`src/rtl/jpeg_sched_pkg.sv`:
```
// Shared types and constants for the JPEG stream scheduler.
// Holds the sequencer state encoding and the decoder word width.
package jpeg_sched_pkg;

    localparam int unsigned DATA_W      = 32;
    localparam int unsigned DEF_TIMEOUT = 65535;

    typedef enum logic [1:0] {
        StIdle,
        StStream,
        StFlush,
        StDone
    } sched_state_e;

endpackage

```
`src/rtl/jpeg_stream_sched_if.sv`:
```
// Bundle of job command, RAM read, decoder feed and status signals for jpeg_stream_sched.
// The slave modport is the scheduler; the master modport is its environment.
interface jpeg_stream_sched_if #(
    parameter int unsigned ADDR_W = 16
);
    import jpeg_sched_pkg::*;

    logic              cmd_valid;
    logic              cmd_ready;
    logic [ADDR_W-1:0] cmd_base;
    logic [ADDR_W-1:0] cmd_words;

    logic              mem_rd_en;
    logic [ADDR_W-1:0] mem_addr;
    logic [DATA_W-1:0] mem_rd_data;

    logic [DATA_W-1:0] dec_data;
    logic              dec_data_en;
    logic              dec_data_read;
    logic              dec_idle;
    logic              dec_out_en;
    logic [15:0]       dec_width;
    logic [15:0]       dec_height;

    logic              done;
    logic              busy;
    logic              err_timeout;
    logic              err_pixels;
    logic [15:0]       frame_cnt;
    logic [31:0]       pix_cnt;
    logic [31:0]       cycle_cnt;

    modport master (
        output cmd_valid, cmd_base, cmd_words, mem_rd_data,
        output dec_data_read, dec_idle, dec_out_en, dec_width, dec_height,
        input  cmd_ready, mem_rd_en, mem_addr, dec_data, dec_data_en,
        input  done, busy, err_timeout, err_pixels, frame_cnt, pix_cnt, cycle_cnt
    );

    modport slave (
        input  cmd_valid, cmd_base, cmd_words, mem_rd_data,
        input  dec_data_read, dec_idle, dec_out_en, dec_width, dec_height,
        output cmd_ready, mem_rd_en, mem_addr, dec_data, dec_data_en,
        output done, busy, err_timeout, err_pixels, frame_cnt, pix_cnt, cycle_cnt
    );

endinterface

```
`src/rtl/jpeg_word_fifo.sv`:
```
// Small synchronous prefetch FIFO with push, pop and a synchronous clear.
// A push into a full FIFO is accepted only when a pop happens in the same cycle.
module jpeg_word_fifo #(
    parameter int unsigned DATA_W  = 32,
    parameter int unsigned FIFO_AW = 2
) (
    input  logic               clk,
    input  logic               rst,
    input  logic               i_clear,
    input  logic               i_push,
    input  logic [DATA_W-1:0]  i_wdata,
    input  logic               i_pop,
    output logic [DATA_W-1:0]  o_rdata,
    output logic [FIFO_AW:0]   o_count,
    output logic               o_empty,
    output logic               o_full
);

    localparam int unsigned DEPTH = 2 ** FIFO_AW;

    logic [DATA_W-1:0]  r_mem [DEPTH];
    logic [FIFO_AW-1:0] r_wptr;
    logic [FIFO_AW-1:0] r_rptr;
    logic [FIFO_AW:0]   r_count;
    logic               w_do_push;
    logic               w_do_pop;

    assign o_empty   = (r_count == '0);
    assign o_full    = (r_count == (FIFO_AW + 1)'(DEPTH));
    assign o_count   = r_count;
    assign o_rdata   = r_mem[r_rptr];
    assign w_do_pop  = i_pop && !o_empty;
    assign w_do_push = i_push && (!o_full || w_do_pop);

    always_ff @(posedge clk) begin
        if (rst || i_clear) begin
            r_wptr  <= '0;
            r_rptr  <= '0;
            r_count <= '0;
        end else begin
            if (w_do_push) begin
                r_wptr <= r_wptr + 1'b1;
            end
            if (w_do_pop) begin
                r_rptr <= r_rptr + 1'b1;
            end
            if (w_do_push && !w_do_pop) begin
                r_count <= r_count + 1'b1;
            end else if (!w_do_push && w_do_pop) begin
                r_count <= r_count - 1'b1;
            end
        end
    end

    always_ff @(posedge clk) begin
        if (w_do_push) begin
            r_mem[r_wptr] <= i_wdata;
        end
    end

endmodule

```
`src/rtl/jpeg_stream_sched.sv`:
```
// Frame job sequencer: fetches JPEG words from RAM into a prefetch FIFO, feeds the decoder,
// detects end of frame and reports per-frame pixel/cycle counts and error flags.
module jpeg_stream_sched
    import jpeg_sched_pkg::*;
#(
    parameter int unsigned ADDR_W  = 16,
    parameter int unsigned FIFO_AW = 2,
    parameter int unsigned TIMEOUT = DEF_TIMEOUT
) (
    input logic                clk,
    input logic                rst,
    jpeg_stream_sched_if.slave bus
);

    localparam int unsigned DEPTH = 2 ** FIFO_AW;

    sched_state_e      r_state;
    sched_state_e      w_state_nxt;
    logic [ADDR_W-1:0] r_base;
    logic [ADDR_W-1:0] r_words;
    logic [ADDR_W-1:0] r_fetched;
    logic              r_inflight;
    logic              r_seen_busy;
    logic [31:0]       r_stall;
    logic [31:0]       r_pix_cnt;
    logic [31:0]       r_cycle_cnt;
    logic [15:0]       r_frame_cnt;
    logic              r_err_timeout;
    logic              r_err_pixels;

    logic              w_accept;
    logic              w_streaming;
    logic              w_rd_en;
    logic              w_push;
    logic              w_pop;
    logic              w_data_en;
    logic              w_end_frame;
    logic              w_empty_job;
    logic              w_abort;
    logic [31:0]       w_area;
    logic [DATA_W-1:0] w_fifo_rdata;
    logic [FIFO_AW:0]  w_fifo_count;
    logic              w_fifo_empty;
    logic              w_fifo_full;

    assign w_accept    = bus.cmd_valid && (r_state == StIdle);
    assign w_streaming = (r_state == StStream);
    assign w_area      = 32'(bus.dec_width) * 32'(bus.dec_height);

    // Reads already in flight count against FIFO space so a returning word always fits.
    assign w_rd_en = w_streaming && (r_fetched < r_words) && !w_fifo_full
                     && ((32'(w_fifo_count) + 32'(r_inflight)) < DEPTH);
    assign w_push    = r_inflight && w_streaming;
    assign w_data_en = w_streaming && !w_fifo_empty;
    assign w_pop     = w_data_en && bus.dec_data_read;

    assign w_empty_job = (r_words == '0);
    assign w_end_frame = r_seen_busy && bus.dec_idle;
    assign w_abort     = w_streaming && !w_empty_job && !w_end_frame && (r_stall >= TIMEOUT);

    jpeg_word_fifo #(
        .DATA_W  (DATA_W),
        .FIFO_AW (FIFO_AW)
    ) u_fifo (
        .clk     (clk),
        .rst     (rst),
        .i_clear (r_state == StFlush),
        .i_push  (w_push),
        .i_wdata (bus.mem_rd_data),
        .i_pop   (w_pop),
        .o_rdata (w_fifo_rdata),
        .o_count (w_fifo_count),
        .o_empty (w_fifo_empty),
        .o_full  (w_fifo_full)
    );

    always_comb begin
        w_state_nxt = r_state;
        unique case (r_state)
            StIdle: begin
                if (w_accept) begin
                    w_state_nxt = StStream;
                end
            end
            StStream: begin
                if (w_empty_job || w_end_frame || w_abort) begin
                    w_state_nxt = StFlush;
                end
            end
            StFlush: w_state_nxt = StDone;
            StDone:  w_state_nxt = StIdle;
            default: w_state_nxt = StIdle;
        endcase
    end

    always_ff @(posedge clk) begin
        if (rst) begin
            r_state       <= StIdle;
            r_base        <= '0;
            r_words       <= '0;
            r_fetched     <= '0;
            r_inflight    <= 1'b0;
            r_seen_busy   <= 1'b0;
            r_stall       <= '0;
            r_pix_cnt     <= '0;
            r_cycle_cnt   <= '0;
            r_frame_cnt   <= '0;
            r_err_timeout <= 1'b0;
            r_err_pixels  <= 1'b0;
        end else begin
            r_state    <= w_state_nxt;
            r_inflight <= w_rd_en;
            if (w_rd_en) begin
                r_fetched <= r_fetched + 1'b1;
            end
            if (w_accept) begin
                r_base        <= bus.cmd_base;
                r_words       <= bus.cmd_words;
                r_fetched     <= '0;
                r_seen_busy   <= 1'b0;
                r_stall       <= '0;
                r_pix_cnt     <= '0;
                r_cycle_cnt   <= '0;
                r_err_timeout <= 1'b0;
                r_err_pixels  <= 1'b0;
            end
            if (w_streaming) begin
                if (!bus.dec_idle) begin
                    r_seen_busy <= 1'b1;
                end
                if (w_pop || bus.dec_out_en) begin
                    r_stall <= '0;
                end else if (r_stall != '1) begin
                    r_stall <= r_stall + 1'b1;
                end
                if (bus.dec_out_en) begin
                    r_pix_cnt <= r_pix_cnt + 1'b1;
                end
                if (w_abort) begin
                    r_err_timeout <= 1'b1;
                end
            end
            if (r_state != StIdle) begin
                r_cycle_cnt <= r_cycle_cnt + 1'b1;
            end
            // A timed-out frame has no meaningful pixel total, so only the timeout is reported.
            if (r_state == StFlush) begin
                r_err_pixels <= !r_err_timeout && (r_pix_cnt != w_area);
            end
            if (r_state == StDone) begin
                r_frame_cnt <= r_frame_cnt + 1'b1;
            end
        end
    end

    assign bus.cmd_ready   = (r_state == StIdle);
    assign bus.busy        = (r_state != StIdle);
    assign bus.done        = (r_state == StDone);
    assign bus.mem_rd_en   = w_rd_en;
    assign bus.mem_addr    = r_base + r_fetched;
    assign bus.dec_data    = w_fifo_empty ? '0 : w_fifo_rdata;
    assign bus.dec_data_en = w_data_en;
    assign bus.err_timeout = r_err_timeout;
    assign bus.err_pixels  = r_err_pixels;
    assign bus.frame_cnt   = r_frame_cnt;
    assign bus.pix_cnt     = r_pix_cnt;
    assign bus.cycle_cnt   = r_cycle_cnt;

endmodule

```
`src/flat_wrapper.sv`:
```
// flat-port wrapper written by rule: the top's interface ports become plain ports
module jpeg_stream_sched_flat import jpeg_sched_pkg::*;
#(
    parameter int unsigned ADDR_W  = 16,
    parameter int unsigned FIFO_AW = 2,
    parameter int unsigned TIMEOUT = DEF_TIMEOUT
)
  (clk, rst, bus_cmd_valid, bus_cmd_base, bus_cmd_words, bus_mem_rd_data, bus_dec_data_read, bus_dec_idle, bus_dec_out_en, bus_dec_width, bus_dec_height, bus_cmd_ready, bus_mem_rd_en, bus_mem_addr, bus_dec_data, bus_dec_data_en, bus_done, bus_busy, bus_err_timeout, bus_err_pixels, bus_frame_cnt, bus_pix_cnt, bus_cycle_cnt);
  jpeg_stream_sched_if #(.ADDR_W(ADDR_W)) bus_i ();
  input logic clk;
  input logic rst;
  input wire logic [$bits(bus_i.cmd_valid)-1:0] bus_cmd_valid;
  input wire logic [$bits(bus_i.cmd_base)-1:0] bus_cmd_base;
  input wire logic [$bits(bus_i.cmd_words)-1:0] bus_cmd_words;
  input wire logic [$bits(bus_i.mem_rd_data)-1:0] bus_mem_rd_data;
  input wire logic [$bits(bus_i.dec_data_read)-1:0] bus_dec_data_read;
  input wire logic [$bits(bus_i.dec_idle)-1:0] bus_dec_idle;
  input wire logic [$bits(bus_i.dec_out_en)-1:0] bus_dec_out_en;
  input wire logic [$bits(bus_i.dec_width)-1:0] bus_dec_width;
  input wire logic [$bits(bus_i.dec_height)-1:0] bus_dec_height;
  output wire logic [$bits(bus_i.cmd_ready)-1:0] bus_cmd_ready;
  output wire logic [$bits(bus_i.mem_rd_en)-1:0] bus_mem_rd_en;
  output wire logic [$bits(bus_i.mem_addr)-1:0] bus_mem_addr;
  output wire logic [$bits(bus_i.dec_data)-1:0] bus_dec_data;
  output wire logic [$bits(bus_i.dec_data_en)-1:0] bus_dec_data_en;
  output wire logic [$bits(bus_i.done)-1:0] bus_done;
  output wire logic [$bits(bus_i.busy)-1:0] bus_busy;
  output wire logic [$bits(bus_i.err_timeout)-1:0] bus_err_timeout;
  output wire logic [$bits(bus_i.err_pixels)-1:0] bus_err_pixels;
  output wire logic [$bits(bus_i.frame_cnt)-1:0] bus_frame_cnt;
  output wire logic [$bits(bus_i.pix_cnt)-1:0] bus_pix_cnt;
  output wire logic [$bits(bus_i.cycle_cnt)-1:0] bus_cycle_cnt;
  assign bus_i.cmd_valid = bus_cmd_valid;
  assign bus_i.cmd_base = bus_cmd_base;
  assign bus_i.cmd_words = bus_cmd_words;
  assign bus_i.mem_rd_data = bus_mem_rd_data;
  assign bus_i.dec_data_read = bus_dec_data_read;
  assign bus_i.dec_idle = bus_dec_idle;
  assign bus_i.dec_out_en = bus_dec_out_en;
  assign bus_i.dec_width = bus_dec_width;
  assign bus_i.dec_height = bus_dec_height;
  assign bus_cmd_ready = bus_i.cmd_ready;
  assign bus_mem_rd_en = bus_i.mem_rd_en;
  assign bus_mem_addr = bus_i.mem_addr;
  assign bus_dec_data = bus_i.dec_data;
  assign bus_dec_data_en = bus_i.dec_data_en;
  assign bus_done = bus_i.done;
  assign bus_busy = bus_i.busy;
  assign bus_err_timeout = bus_i.err_timeout;
  assign bus_err_pixels = bus_i.err_pixels;
  assign bus_frame_cnt = bus_i.frame_cnt;
  assign bus_pix_cnt = bus_i.pix_cnt;
  assign bus_cycle_cnt = bus_i.cycle_cnt;
  jpeg_stream_sched #(.ADDR_W(ADDR_W), .FIFO_AW(FIFO_AW), .TIMEOUT(TIMEOUT)) u_core (.clk(clk), .rst(rst), .bus(bus_i));
endmodule
```
`config.mk`:
```
export PLATFORM = sky130hd
export DESIGN_NAME = jpeg_stream_sched_flat
export DESIGN_NICKNAME = d
export VERILOG_FILES = /design/src/rtl/jpeg_sched_pkg.sv /design/src/rtl/jpeg_stream_sched_if.sv /design/src/rtl/jpeg_word_fifo.sv /design/src/rtl/jpeg_stream_sched.sv /design/src/flat_wrapper.sv
export SDC_FILE = /design/constraint.sdc
export NUM_CORES = 1
export LEC_CHECK = 0
export CORE_AREA = 2 2 260 262
export CTS_CLUSTER_DIAMETER = 60
export DETAILED_ROUTE_END_ITERATION = 7
export DIE_AREA = 0 0 262 264
export MAX_ROUTING_LAYER = met4
export PLACE_DENSITY = 0.53
export SLEW_MARGIN = 25
export SYNTH_ARGS = -nofsm -noshare
export SYNTH_HDL_FRONTEND = slang
export SYNTH_SLANG_ARGS = --single-unit
```
`constraint.sdc`:
```
create_clock -name clk -period 8.2 [get_ports clk]
set_input_delay 2.46 -clock clk [delete_from_list [all_inputs] [get_ports clk]]
set_output_delay 2.46 -clock clk [all_outputs]
set_load 0.01 [all_outputs]
```
[Yosys cells after proc, flatten, opt, wreduce, memory -nomap -nowiden]
Memories as Yosys holds them, arrays and structs flattened. A register that Yosys moved wholly into a read port is not among the register bits.
Index checks and enable logic that the tools add are counted.
Word-level totals
  register bits after elaboration: 173
  RAM bits: 128
  memories: 1
Memory list
  u_core.u_fifo.r_mem: words 4, bits a word 32, rd ports 1, clocked after memory_dff 1, write ports 1, RTL line jpeg_word_fifo.sv:21  | logic [DATA_W-1:0] r_mem [DEPTH];
Cells by class
  $add $sub $neg: 11
  multipliers: 1
  order comparisons: 3
  equality and inequality tests: 8
  multiplexer cells: 27
  reductions and logical operators: 37
Operators with widths (number)
  2-to-1 mux 32 bit: 10
  adder 32 x 1 -> 32 bit (second input constant): 3
  adder 16 x 1 -> 16 bit (second input constant): 2
  >= comparator 32 x 16 -> 1 bit (second input constant): 1
  less-than comparator 32 x 3 -> 1 bit (second input constant): 1
  multiplier 16 x 16 -> 32 bit: 1
  inequality test 32 bit: 1
  inequality test 32 bit (second input constant): 1
  adder 16 bit: 1
  logical AND 1 bit: 16
  logical NOT 16 bit: 1
  less-than comparator 16 bit: 1
  2-to-1 mux 1 bit: 10
  2-to-1 mux 2 bit: 4
  one-hot mux 2 bit (4 select lines): 1
  nonzero test 2 bit: 4
  logical NOT 1 bit: 7
  2-to-1 mux 3 bit: 2
  logical OR 1 bit: 5
  adder 2 x 1 -> 2 bit (second input constant): 2
  adder 3 x 1 -> 4 bit: 1
  == test 2 bit (second input constant): 2
  adder 3 x 1 -> 3 bit (second input constant): 1
  == test 3 bit (second input constant): 1
  8 further kinds: 8

[Longest topological paths before layout]
Gate-level depths: netlist (run 1).
  depth in word-level cells: 11
  depth in mapped cells: 25

[Cells and area by module]
A second synthesis (run 1) with hierarchy kept.
Second synthesis, totals
  cell total of the unflattened synthesis: 2428
  area total of the unflattened synthesis: 22994.6 µm²
By module, submodules not included
  jpeg_stream_sched: instances 1, cells an instance 2211, area an instance 17918.4 µm²
  jpeg_word_fifo: instances 1, cells an instance 217, area an instance 5076.1 µm²

[Worst setup path after synthesis (run 1)]
OpenSTA, ideal clock, no wires.
  path type: input to register
  start point: input port bus_dec_width[6]
  end point: register u_core.r_err_pixels, in the netlist u_core.bus.err_pixels
  library setup time: 0.120 ns
  arrival: 8.161 ns
  setup slack: -0.081 ns
  cell stages on the path: 21
  path buffers: 3
  cell sequence: clkbuf_1 clkbuf_1 nand2_1 fa_1 fa_1 fa_1 fa_1 fa_1 inv_1 fa_1 ha_1 clkbuf_1 a21oi_1 o21bai_1 a2111oi_0 nand4_1 nor4_2 nand4_1 nor4_1 nand4_1 o31a_1
On the way
  cells in the longest elaborated chain, start to end: 4
RTL lines
  start, declared: RTL line flat_wrapper.sv:19  | input wire logic [$bits(bus_i.dec_width)-1:0] bus_dec_width;
  multiplier 16 x 16 -> 32 bit: RTL line jpeg_stream_sched.sv:48  | assign w_area = 32'(bus.dec_width) * 32'(bus.dec_height);
  inequality test 32 bit: RTL line jpeg_stream_sched.sv:148  | r_err_pixels <= !r_err_timeout && (r_pix_cnt != w_area);
  logical AND 1 bit: RTL line jpeg_stream_sched.sv:148
  2-to-1 mux 1 bit: RTL line jpeg_stream_sched.sv:147  | if (r_state == StFlush) begin
  end signal, assigned: RTL line jpeg_stream_sched.sv:148
  end, declared: RTL line jpeg_stream_sched.sv:29  | logic r_err_pixels;
Every way passes these cells.
A chain may end at the register's enable or synchronous reset.

[Final worst setup path (run 1)]
  start point: input port bus_dec_width[9]
  end point: register u_core.r_err_pixels, in the netlist u_core.bus.err_pixels
Same word-level chain as after synthesis.

==> results of run 1 <==
## state kept, by name (all words and copies together), names as in the netlist, 2 cells and up, named ones only
signal / flops
u_core.bus.cycle_cnt: 32
u_core.u_fifo.r_rptr: 2
u_core.u_fifo.o_count: 3
u_core.r_base: 16
u_core.r_words: 16
u_core.bus.pix_cnt: 32
u_core.bus.frame_cnt: 16
u_core.r_state: 2
u_core.r_fetched: 16
u_core.r_stall: 32
u_core.u_fifo.r_wptr: 2
u_core.u_fifo.r_mem: 128
## synth_stat cells, drive strengths merged (22+ instances only)
master and instances:
a21oi 143, and2 105, and3 31, buf 26, clkbuf 82, dfxtp 175
edfxtp 128, fa 196, ha 148, inv 241, mux4 32, nand2 348
nand3 71, nand4 39, nor2 153, nor2b 44, nor3 33, nor4 22
o21ai 77, xnor2 56, xor2 38
## metal layers
metal	vias up	routed length (um)	global-route usage
li1	9017	-	-
met1	9205	30100	0.272
met2	500	31500	0.319
met3	79	4390	0.0435
met4	0	1040	0.0389
met5	-	0	-
## logic make-up after synthesis
| group | share of synthesized area |
|---|---|
| AO/OA/AOI/OAI | 0.105 |
| XOR/XNOR | 0.0358 |
| adder cells (fa/ha/maj) | 0.251 |
| buffers and inverters | 0.0579 |
| flip-flops | 0.319 |
| multiplexers | 0.0381 |
| AND/OR/NAND/NOR | 0.193 |
## placed cells by master, fill, tap and decap left out, types with 11 or more instances in the layout
| master | n |
|---|---|
| o31ai_1 | 11 |
| o21ai_0 | 59 |
| fa_1 | 194 |
| a31oi_1 | 11 |
| o21a_1 | 19 |
| nand2_1 | 347 |
| xor2_1 | 36 |
| inv_1 | 241 |
| o211ai_1 | 12 |
| a21o_1 | 19 |
| and2_1 | 104 |
| nor2b_1 | 44 |
| ha_1 | 146 |
| nand4_1 | 37 |
| clkdlybuf4s50_1 | 229 |
| edfxtp_1 | 128 |
| buf_4 | 208 |
| dfxtp_1 | 174 |
| or3_1 | 20 |
| xnor2_1 | 55 |
| nand3_1 | 70 |
| nor3_1 | 30 |
| a211oi_1 | 14 |
| nor4_1 | 19 |
| o21ai_1 | 16 |
| mux4_2 | 32 |
| and3_1 | 31 |
| clkbuf_16 | 39 |
| a21oi_1 | 139 |
| nor2_1 | 150 |
## final cells by class
cell class,instances,share of cell area
Sequential cell,303,0.252
Multi-Input combinational cell,1766,0.494
Clock inverter,25,0.0102
Inverter,241,0.0310
Clock buffer,46,0.0343
Antenna cell,1,0.0000857
Tap cell,873,0.0374
Timing Repair Buffer,454,0.141
## power breakdown
group,switching [mW],leakage (nW),internal [mW]
registers,0.0542,2.57,1.63
logic,5.48,8.48,4.70
clock network,0.696,0.641,1.02
## worst paths after layout
| check | startpoint | endpoint | slack [ps] | depth (start not counted) |
|---|---|---|---|---|
| worst max-delay path | bus_dec_width[9] | u_core.bus.err_pixels | -150 | 22 |
| worst min-delay path | u_core.r_base[6] | u_core.r_base[6] | 460 | 2 |
| worst max register to register | u_core.r_stall[0] | u_core.r_stall[9] | 4700 | 10 |
| worst min register to register | u_core.r_base[6] | u_core.r_base[6] | 460 | 2 |
## critical path, cell delays in order
cell	delay, ps
clkdlybuf4s50_1	450
buf_4	150
buf_4	140
nand2_1	70
fa_1	570
fa_1	440
fa_1	550
fa_2	470
fa_1	520
fa_1	550
inv_1	40
ha_1	300
buf_4	170
a21o_1	190
a2111oi_2	280
and3_1	260
nand4_1	160
nor4_2	210
nand4_1	180
nor4_2	190
nand4_1	130
o31a_1	270
## timing repair
| action | in CTS | in global routing |
|---|---|---|
| resized for setup | 19 | 11 |
| endpoints found under the setup margin | 1 | 1 |
| hold buffers | 0 | 0 |
| pin swaps | 3 | 1 |
==> metrics.md, run 1 <==
| Metric | Value |
|---|---|
| Final setup margin | `-146 ps` |
| Clock skew | `32.0 ps` |
| Yosys reg bits | `303` |
| Synthesized area | `23000 um^2` |
| NumNets Final | `3251` |
| Register area | `7350 um^2` |
| VDD IR max | `504 uV` |
| Initial core utilization | `0.346` |
| Critical path fanouts, max | `7` |
| Core Footprint | `66600 um^2` |
| Pre-CTS setup slack | `-792 ps` |
| Rel. slew slack | `0.368` |
| Pin count of the biggest net entering global routing | `72` |
| Area of the multi-input gates | `14400 um^2` |
| Area after DPL | `27800 um^2` |
| Layout cells sized above 1 | `0.129` |
| Site Rows | `95` |
| CTS root buffer | `clkbuf_16` |
| Total Die Area | `69200 um^2` |
| EDFF count, synth | `128` |
| Synth Net Count | `2864` |
| Top-area cell type share of the netlist area | `0.170` |
| Residual DRC | `0` |
| Lkg Pwr | `11.7 nW` |
| Post-CTS setup buffer count | `0` |
| CP endpoint kind | `flip-flop` |
| Outcome | `complete, but fails checks` |
| CTS H-tree lvls | `2` |
| Mean Syn Cell Area | `9.52 um^2` |
| Setup violators final | `1` |
| Die Span Y | `264 um` |
| Num CTS Buffers | `39` |
| Leading area contributor after synthesis | `fa_1` |
| Worst-Skew Late Latency | `560 ps` |
| Ports | `237` |
| Final WL | `67000 um` |
| Post-synthesis sequential area ratio | `0.319` |
| P&R area growth vs syn | `26.8%` |
| Mapped Cells | `2418` |
| First-pass GRT wire length | `108000 um` |
| Worst setup path class | `input port to flip-flop` |
| Failing checks | `setup timing` |
| Final Cell Area | `29200 um^2` |
| Vias | `18800` |
| Final worst-path cycle share | `1.02` |
| CP startpoint kind | `input port` |
| Worst Tran Pin Value | `948 ps` |
| Violation count after the first detailed-route iteration | `1072` |
| Final Power | `13.6 mW` |
| Filler-free cell count of the finished design | `3709` |
| Clk sink count | `303` |
| Total Routing Usage GR | `0.203` |
| Setup TNS | `-146 ps` |
| Hold_ws | `461 ps` |
| Final Wtd Congestion | `0.875` |
| Vias in the first global route | `19600` |
| PortBufs | `236` |
| Placed Cells | `3637` |
| Drt first pass iters | `5` |
| Post-DP HPWL | `52700 um` |
| DR vias/cell | `5.07` |
| Synth area leaders | `fa_1 17%, edfxtp_1 17%, dfxtp_1 15%` |
| CTS Buffer Depth | `3` |
| Yosys warning total | `0` |
| Fmax | `120 MHz` |
| Slew Viols, Final | `0` |
| Avg WL per Cell | `18.1 um` |
| Final min period | `8350 ps` |
| CTS tree | `yes` |
| Total grt overflow | `0` |
| WP data arrival | `8780 ps` |
| Utilization after layout | `0.438` |
| Antenna violations before repair | `1` |
| Final hold violations | `0` |
| Ys flop type | `dfxtp_1` |
| PD cells | `466 nW/um^2` |
| Post-synth ARST share | `0` |
| Worst-path clk slew | `50 ps` |
| RSZ-0062 raised after global routing | `true` |
| Die Wd | `262 um` |
| Distinct cells, synth | `88` |
| WP data required | `8640 ps` |
| Antenna-violating nets left | `0` |
| Max_cap viols | `0` |
| Fill cells | `6487` |
| Worst Hold Class | `flip-flop to flip-flop` |
Note: power is estimated with default switching activity, not from simulation.
==> inputs of run 2 (changes only) <==
--- a/config.mk
+++ b/config.mk
@@ -5,12 +5,13 @@
 export SDC_FILE = /design/constraint.sdc
 export NUM_CORES = 1
 export LEC_CHECK = 0
-export CORE_AREA = 2 2 260 262
+export ABC_AREA = 0
+export CORE_AREA = 2 2 212 214
 export CTS_CLUSTER_DIAMETER = 60
 export DETAILED_ROUTE_END_ITERATION = 7
-export DIE_AREA = 0 0 262 264
+export DIE_AREA = 0 0 214 216
 export MAX_ROUTING_LAYER = met4
-export PLACE_DENSITY = 0.53
+export PLACE_DENSITY = 0.76
 export SLEW_MARGIN = 25
 export SYNTH_ARGS = -nofsm -noshare
 export SYNTH_HDL_FRONTEND = slang
==> metrics.md, run 2 (same netlist as run 1, synthesis figures left out) <==
| Metric | Value |
|---|---|
| Outcome | `complete, but fails checks` |
| Failing checks | `setup timing` |
| CP startpoint kind | `input port` |
| Area after DPL | `27200 um^2` |
| Core Footprint | `43800 um^2` |
| Final Wtd Congestion | `0.969` |
| Layout cells sized above 1 | `0.119` |
| Filler-free cell count of the finished design | `3392` |
| CP endpoint kind | `flip-flop` |
| Utilization after layout | `0.650` |
| CTS Buffer Depth | `3` |
| DR vias/cell | `5.59` |
| Avg WL per Cell | `18.2 um` |
| Hold EP | `u_core.r_base[13]` |
| Num CTS Buffers | `35` |
| Reg2Reg Capture Point | `u_core.r_stall[17]` |
| Hold path start | `u_core.r_base[13]` |
| Antenna-violating nets left | `0` |
| CTS Hold Bufs | `0` |
| Fmax | `121 MHz` |
| Worst-case reg-to-reg path depth | `10` |
| Pre-CTS setup slack | `-921 ps` |
| Worst Hold Class | `flip-flop to flip-flop` |
| Total grt overflow | `0` |
| Critical path fanouts, max | `12` |
| Total Die Area | `46200 um^2` |
| Antenna cells | `0` |
| Antenna violations before repair | `0` |
| CTS tree | `yes` |
| Final min period | `8250 ps` |
| Die Span Y | `216 um` |
| Clk sink count | `303` |
| NumNets Final | `3223` |
| Clock skew | `18.5 ps` |
| Final WL | `61800 um` |
| CTS H-tree lvls | `2` |
| Final worst-path cycle share | `1.01` |
| First-pass GRT wire length | `102000 um` |
| Site Rows | `77` |
| PortBufs | `236` |
| Max reg flops | `128` |
| Combinational power share | `0.756` |
| Worst-Skew Late Latency | `540 ps` |
| Slew Viols, Final | `0` |
| Lkg Pwr | `11.4 nW` |
| Flop pwr share | `0.129` |
| WP data required | `8610 ps` |
| Drt first pass iters | `5` |
| Initial core utilization | `0.525` |
| Setup violators final | `1` |
| Worst setup path startpoint | `bus_dec_width[6]` |
| Worst setup path class | `input port to flip-flop` |
| Top reg by flops | `u_core.u_fifo.r_mem` |
| Worst Tran Pin Value | `797 ps` |
| Ports | `237` |
| Pin count of the biggest net entering global routing | `103` |
| RSZ-0062 raised after global routing | `true` |
| R2r setup slk | `4790 ps` |
| Psw | `5.98 mW` |
| Most common cell after layout, fill and taps aside | `nand2_1` |
| Max_cap viols | `0` |
| PD cells | `460 nW/um^2` |
| Pint | `7.12 mW` |
| Reg2Reg Launch Point | `u_core.r_stall[0]` |
| Hold-critical path depth | `2` |
| Vias in the first global route | `19500` |
| Most frequent cells in the layout | `347 x nand2_1, 241 x inv_1, 233 x clkdlybuf4s50_1` |
| VDD IR max | `582 uV` |
| Worst-path clk slew | `60 ps` |
| Placed Cells | `3331` |
| Violation count after the first detailed-route iteration | `1298` |
| P&R area growth vs syn | `23.7%` |
| Vias | `19000` |
| WP data arrival | `8660 ps` |
| Die Wd | `214 um` |
| Final Power | `13.1 mW` |
| Rel. slew slack | `0.468` |
| Total Routing Usage GR | `0.281` |
| Clock Power Share | `0.115` |
| Fill cells | `3497` |
| Final Cell Area | `28500 um^2` |
| Residual DRC | `0` |
| Switching share of total power | `0.456` |
| CTS root buffer | `clkbuf_16` |
| Post-DP HPWL | `47700 um` |
| Final setup margin | `-47.3 ps` |
| Final hold violations | `0` |
[run 2: cell types whose count changed in the layout (fill, tap and decap cells not counted), sizes merged]
cell	delta
dlygate4sd2	-3
clkbuf	-2
bufinv	-2
buf	-24
clkinv	-4
inv	-4
clkinvlp	+1
diode	-1
clkdlybuf4s50	+4
dlymetal6s2s	-1
[run 2: worst max-delay path, cell delays in order]
cell	delay (ps)
clkdlybuf4s50_1	510
buf_12	150
nand2_1	90
fa_1	530
fa_1	530
fa_1	550
fa_1	470
fa_1	540
fa_1	550
inv_1	40
ha_1	380
a211oi_1	300
o21bai_2	170
buf_4	170
nand2_1	40
o21ai_0	110
a2111oi_0	300
nand4_1	170
nor4_2	180
nand4_1	120
o31a_1	290
[run 2: worst max path at each step]
stage	to	slack (ps)	cells after the start
after floorplan	u_core.bus.err_pixels	10	21
after global placement	u_core.bus.err_pixels	-1110	20
after detailed placement	u_core.bus.err_pixels	-920	20
after CTS	u_core.bus.err_pixels	-30	20
after global routing	u_core.bus.err_pixels	-350	23
final	u_core.bus.err_pixels	-50	21
[run 2: layout make-up]
cell class | instances | area [um^2] | area share
timing repair buffer | 430 | 3910 | 0.137
tap | 592 | 741 | 0.0260
sequential | 303 | 7350 | 0.258
multi-input combinational | 1766 | 14500 | 0.508
clock buffer | 44 | 930 | 0.0326
inverter | 241 | 905 | 0.0318
clock inverter | 16 | 186 | 0.00655
[run 2: metrics by stage]
step | TNS [ps] | hold slack, ps
final | -47.3 | 460
after CTS | -30.9 | 464
after global placement | -1110 | 447
after floorplan | 0 | 440
after global routing | -349 | 489
after detailed placement | -921 | 455
[run 2: layer usage]
layer  global-route usage  routed length (um)  vias up
met5                    -                   0        -
met4               0.0746                1380        0
met3               0.0686                4930      105
met2                0.456               29700      671
met1                0.352               25800     9247
li1                     -                   -     8930
[run 2: timing repair]
item / in CTS / in global routing
pin swaps: 6 / 1
gates resized for setup: 18 / 5
setup endpoints to repair: 1 / 1
buffers inserted: 1 / 0
[run 2: power groups by stage]
stage,Sequential (mW),Combinational [mW],Clock [mW]
after floorplan,1.70,5.27,0
after detailed placement,1.72,9.36,0
after global routing,1.69,10.9,1.60
after global placement,1.71,9.44,0
final,1.69,9.90,1.51
after CTS,1.69,9.70,1.54
==> inputs of run 3 (changes only) <==
--- a/config.mk
+++ b/config.mk
@@ -10,6 +10,7 @@
 export CTS_CLUSTER_DIAMETER = 60
 export DETAILED_ROUTE_END_ITERATION = 7
 export DIE_AREA = 0 0 214 216
+export GPL_TIMING_DRIVEN = 0
 export MAX_ROUTING_LAYER = met4
 export PLACE_DENSITY = 0.76
 export SLEW_MARGIN = 25
==> metrics.md, run 3 (same netlist as run 1, synthesis figures left out) <==
| Metric | Value |
|---|---|
| PD cells | `449 nW/um^2` |
| Total Die Area | `46200 um^2` |
| First-pass GRT wire length | `106000 um` |
| Cells along the critical path | `buf_2, clkbuf_8, and2_1, fa_1, inv_1, fa_1, fa_1, fa_1, fa_1, inv_1, ha_1, ha_1, a21oi_2, o21a_2, a21boi_1, o22ai_2, nor4_4, nand4_1, nor4_2, nand4_1, o31a_1` |
| Clk sink count | `303` |
| Outcome | `complete, no violations` |
| CTS tree | `yes` |
| Setup violators final | `0` |
| Hold_ws | `461 ps` |
| Met3 usage | `0.0638` |
| R2r setup slk | `4910 ps` |
| Worst-case reg-to-reg path depth | `12` |
| Residual DRC | `0` |
| Pin count of the biggest net entering global routing | `26` |
| CP startpoint kind | `input port` |
| GR peak layer | `met2` |
| Area after DPL | `26200 um^2` |
| Rel. slew slack | `0.433` |
| Avg WL per Cell | `19.8 um` |
| Antenna violations before repair | `1` |
| Final min period | `8070 ps` |
| CP max-delay cell | `fa_1` |
| Site Rows | `77` |
| Worst Hold Class | `flip-flop to flip-flop` |
| Post-DP HPWL | `51400 um` |
| Critical path fanouts, max | `8` |
| CP max stage delay | `570 ps` |
| PortBufs | `233` |
| Worst path top cell family by delay | `adder cells` |
| Final Cell Area | `28800 um^2` |
| Utilization after layout | `0.658` |
| NumNets Final | `3201` |
| Lkg Pwr | `11.4 nW` |
| Num CTS Buffers | `35` |
| Most frequent cells in the layout | `341 x nand2_1, 240 x inv_1, 204 x clkdlybuf4s50_1` |
| Setup TNS | `0 ps` |
| Violation count after the first detailed-route iteration | `1327` |
| Drt first pass iters | `5` |
| Final setup margin | `127 ps` |
| Final worst-path cycle share | `0.984` |
| Worst-Skew Late Latency | `540 ps` |
| Worst Tran Pin Value | `850 ps` |
| Total Routing Usage GR | `0.299` |
| Final Wtd Congestion | `0.945` |
| Reg2Reg Capture Point | `u_core.u_fifo.o_count[2]` |
| CTS H-tree lvls | `2` |
| Worst-path clk slew | `60 ps` |
| Top reg by flops | `u_core.u_fifo.r_mem` |
| Layout cells sized above 1 | `0.124` |
| Core Footprint | `43800 um^2` |
| Initial core utilization | `0.525` |
| DR vias/cell | `5.70` |
| Total grt overflow | `0` |
| Ports | `237` |
| Vias in the first global route | `19900` |
| Final hold violations | `0` |
| GRT met1 Usage | `0.366` |
| Max_cap viols | `0` |
| Most frequent CP cell | `fa_1` |
| Slew Viols, Final | `0` |
| Hold EP | `u_core.r_base[7]` |
| CTS Buffer Depth | `3` |
| CTS root buffer | `clkbuf_16` |
| Final WL | `66800 um` |
| Reg2Reg Launch Point | `u_core.r_state[1]` |
| VDD IR max | `480 uV` |
| Die Span Y | `216 um` |
| GR Util met2 | `0.487` |
| Fmax | `124 MHz` |
| Pre-CTS setup slack | `-2110 ps` |
| WP data required | `8630 ps` |
| Antenna-violating nets left | `0` |
| WP data arrival | `8500 ps` |
| P&R area growth vs syn | `25.3%` |
| CP endpoint kind | `flip-flop` |
| CTS Hold Bufs | `0` |
| CP bufs+invs | `4` |
| Max reg flops | `128` |
| Vias | `19200` |
| Hold path start | `u_core.r_base[7]` |
| Hold-critical path depth | `2` |
| Clock skew | `26.8 ps` |
| Worst setup path class | `input port to flip-flop` |
| Most common cell after layout, fill and taps aside | `nand2_1` |
| Die Wd | `214 um` |
-- run 3: changes by cell type in the layout (fill, tap and decap cells not counted), moves of 11 or more --
cell,delta
buf_4,-112
clkbuf_1,+47
clkdlybuf4s50_1,-29
clkbuf_8,+19
buf_2,+15
clkbuf_16,+11
-- run 3: worst max path at each step --
stage | startpoint | end | slack, ps | depth (start not counted)
2_1_floorplan | bus_dec_width[6] | u_core.bus.err_pixels | 10 | 21
3_5_place_dp | bus_dec_width[4] | u_core.bus.err_pixels | -2110 | 20
3_3_place_gp | bus_dec_width[4] | u_core.bus.err_pixels | -2240 | 20
6_report | bus_dec_height[15] | u_core.bus.err_pixels | 130 | 21
5_1_grt | bus_dec_height[15] | u_core.bus.err_pixels | -30 | 22
4_1_cts | bus_dec_width[11] | u_core.bus.err_pixels | -10 | 21
-- run 3: cell type report --
class	instances	area (um^2)
plain buffers	101	842
clock buffers	48	976
diodes	1	2.50
repair buffers	307	3020
fillers	3419	15000
inverters	241	905
multi-input cells	1766	14800
clock inverters	16	161
flip-flops and latches	303	7350
well taps	592	741
-- run 3: repair_timing --
| item | CTS | global route |
|---|---|---|
| gates resized for setup | 357 | 55 |
| buffers inserted | 63 | 7 |
| pin swaps | 56 | 51 |
| setup endpoints to repair | 1 | 1 |
| hold endpoints to repair | 0 | 0 |
-- run 3: metal layers --
layer	part of all wire	wire, um
met1	0.40	27000
met2	0.48	32000
met3	0.079	5280
met4	0.038	2560
met5	0	0
-- run 3: worst reg2reg max path, stage by stage, from the launching register on --
cell and delay (ps):
dfxtp_1 340, inv_1 100, ha_1 140, buf_2 220, clkbuf_1 520, nand2_1 120, nor2_1 430, ha_1 280
inv_1 70, fa_1 370, xor2_1 160, or3_1 310, a21oi_1 140
-- run 3: through the flow --
step	power, mW	instances
global route	14.0	3375
global placement	9.11	3243
CTS	12.0	3367
floorplan	6.98	2418
finish	12.9	3375
detailed placement	9.06	3247
-- run 3: report_power, final --
group	switching, mW	internal, mW	leakage, nW
combinational	5.65	4.08	8.26
sequential	0.0492	1.63	2.57
clock	0.631	0.906	0.545
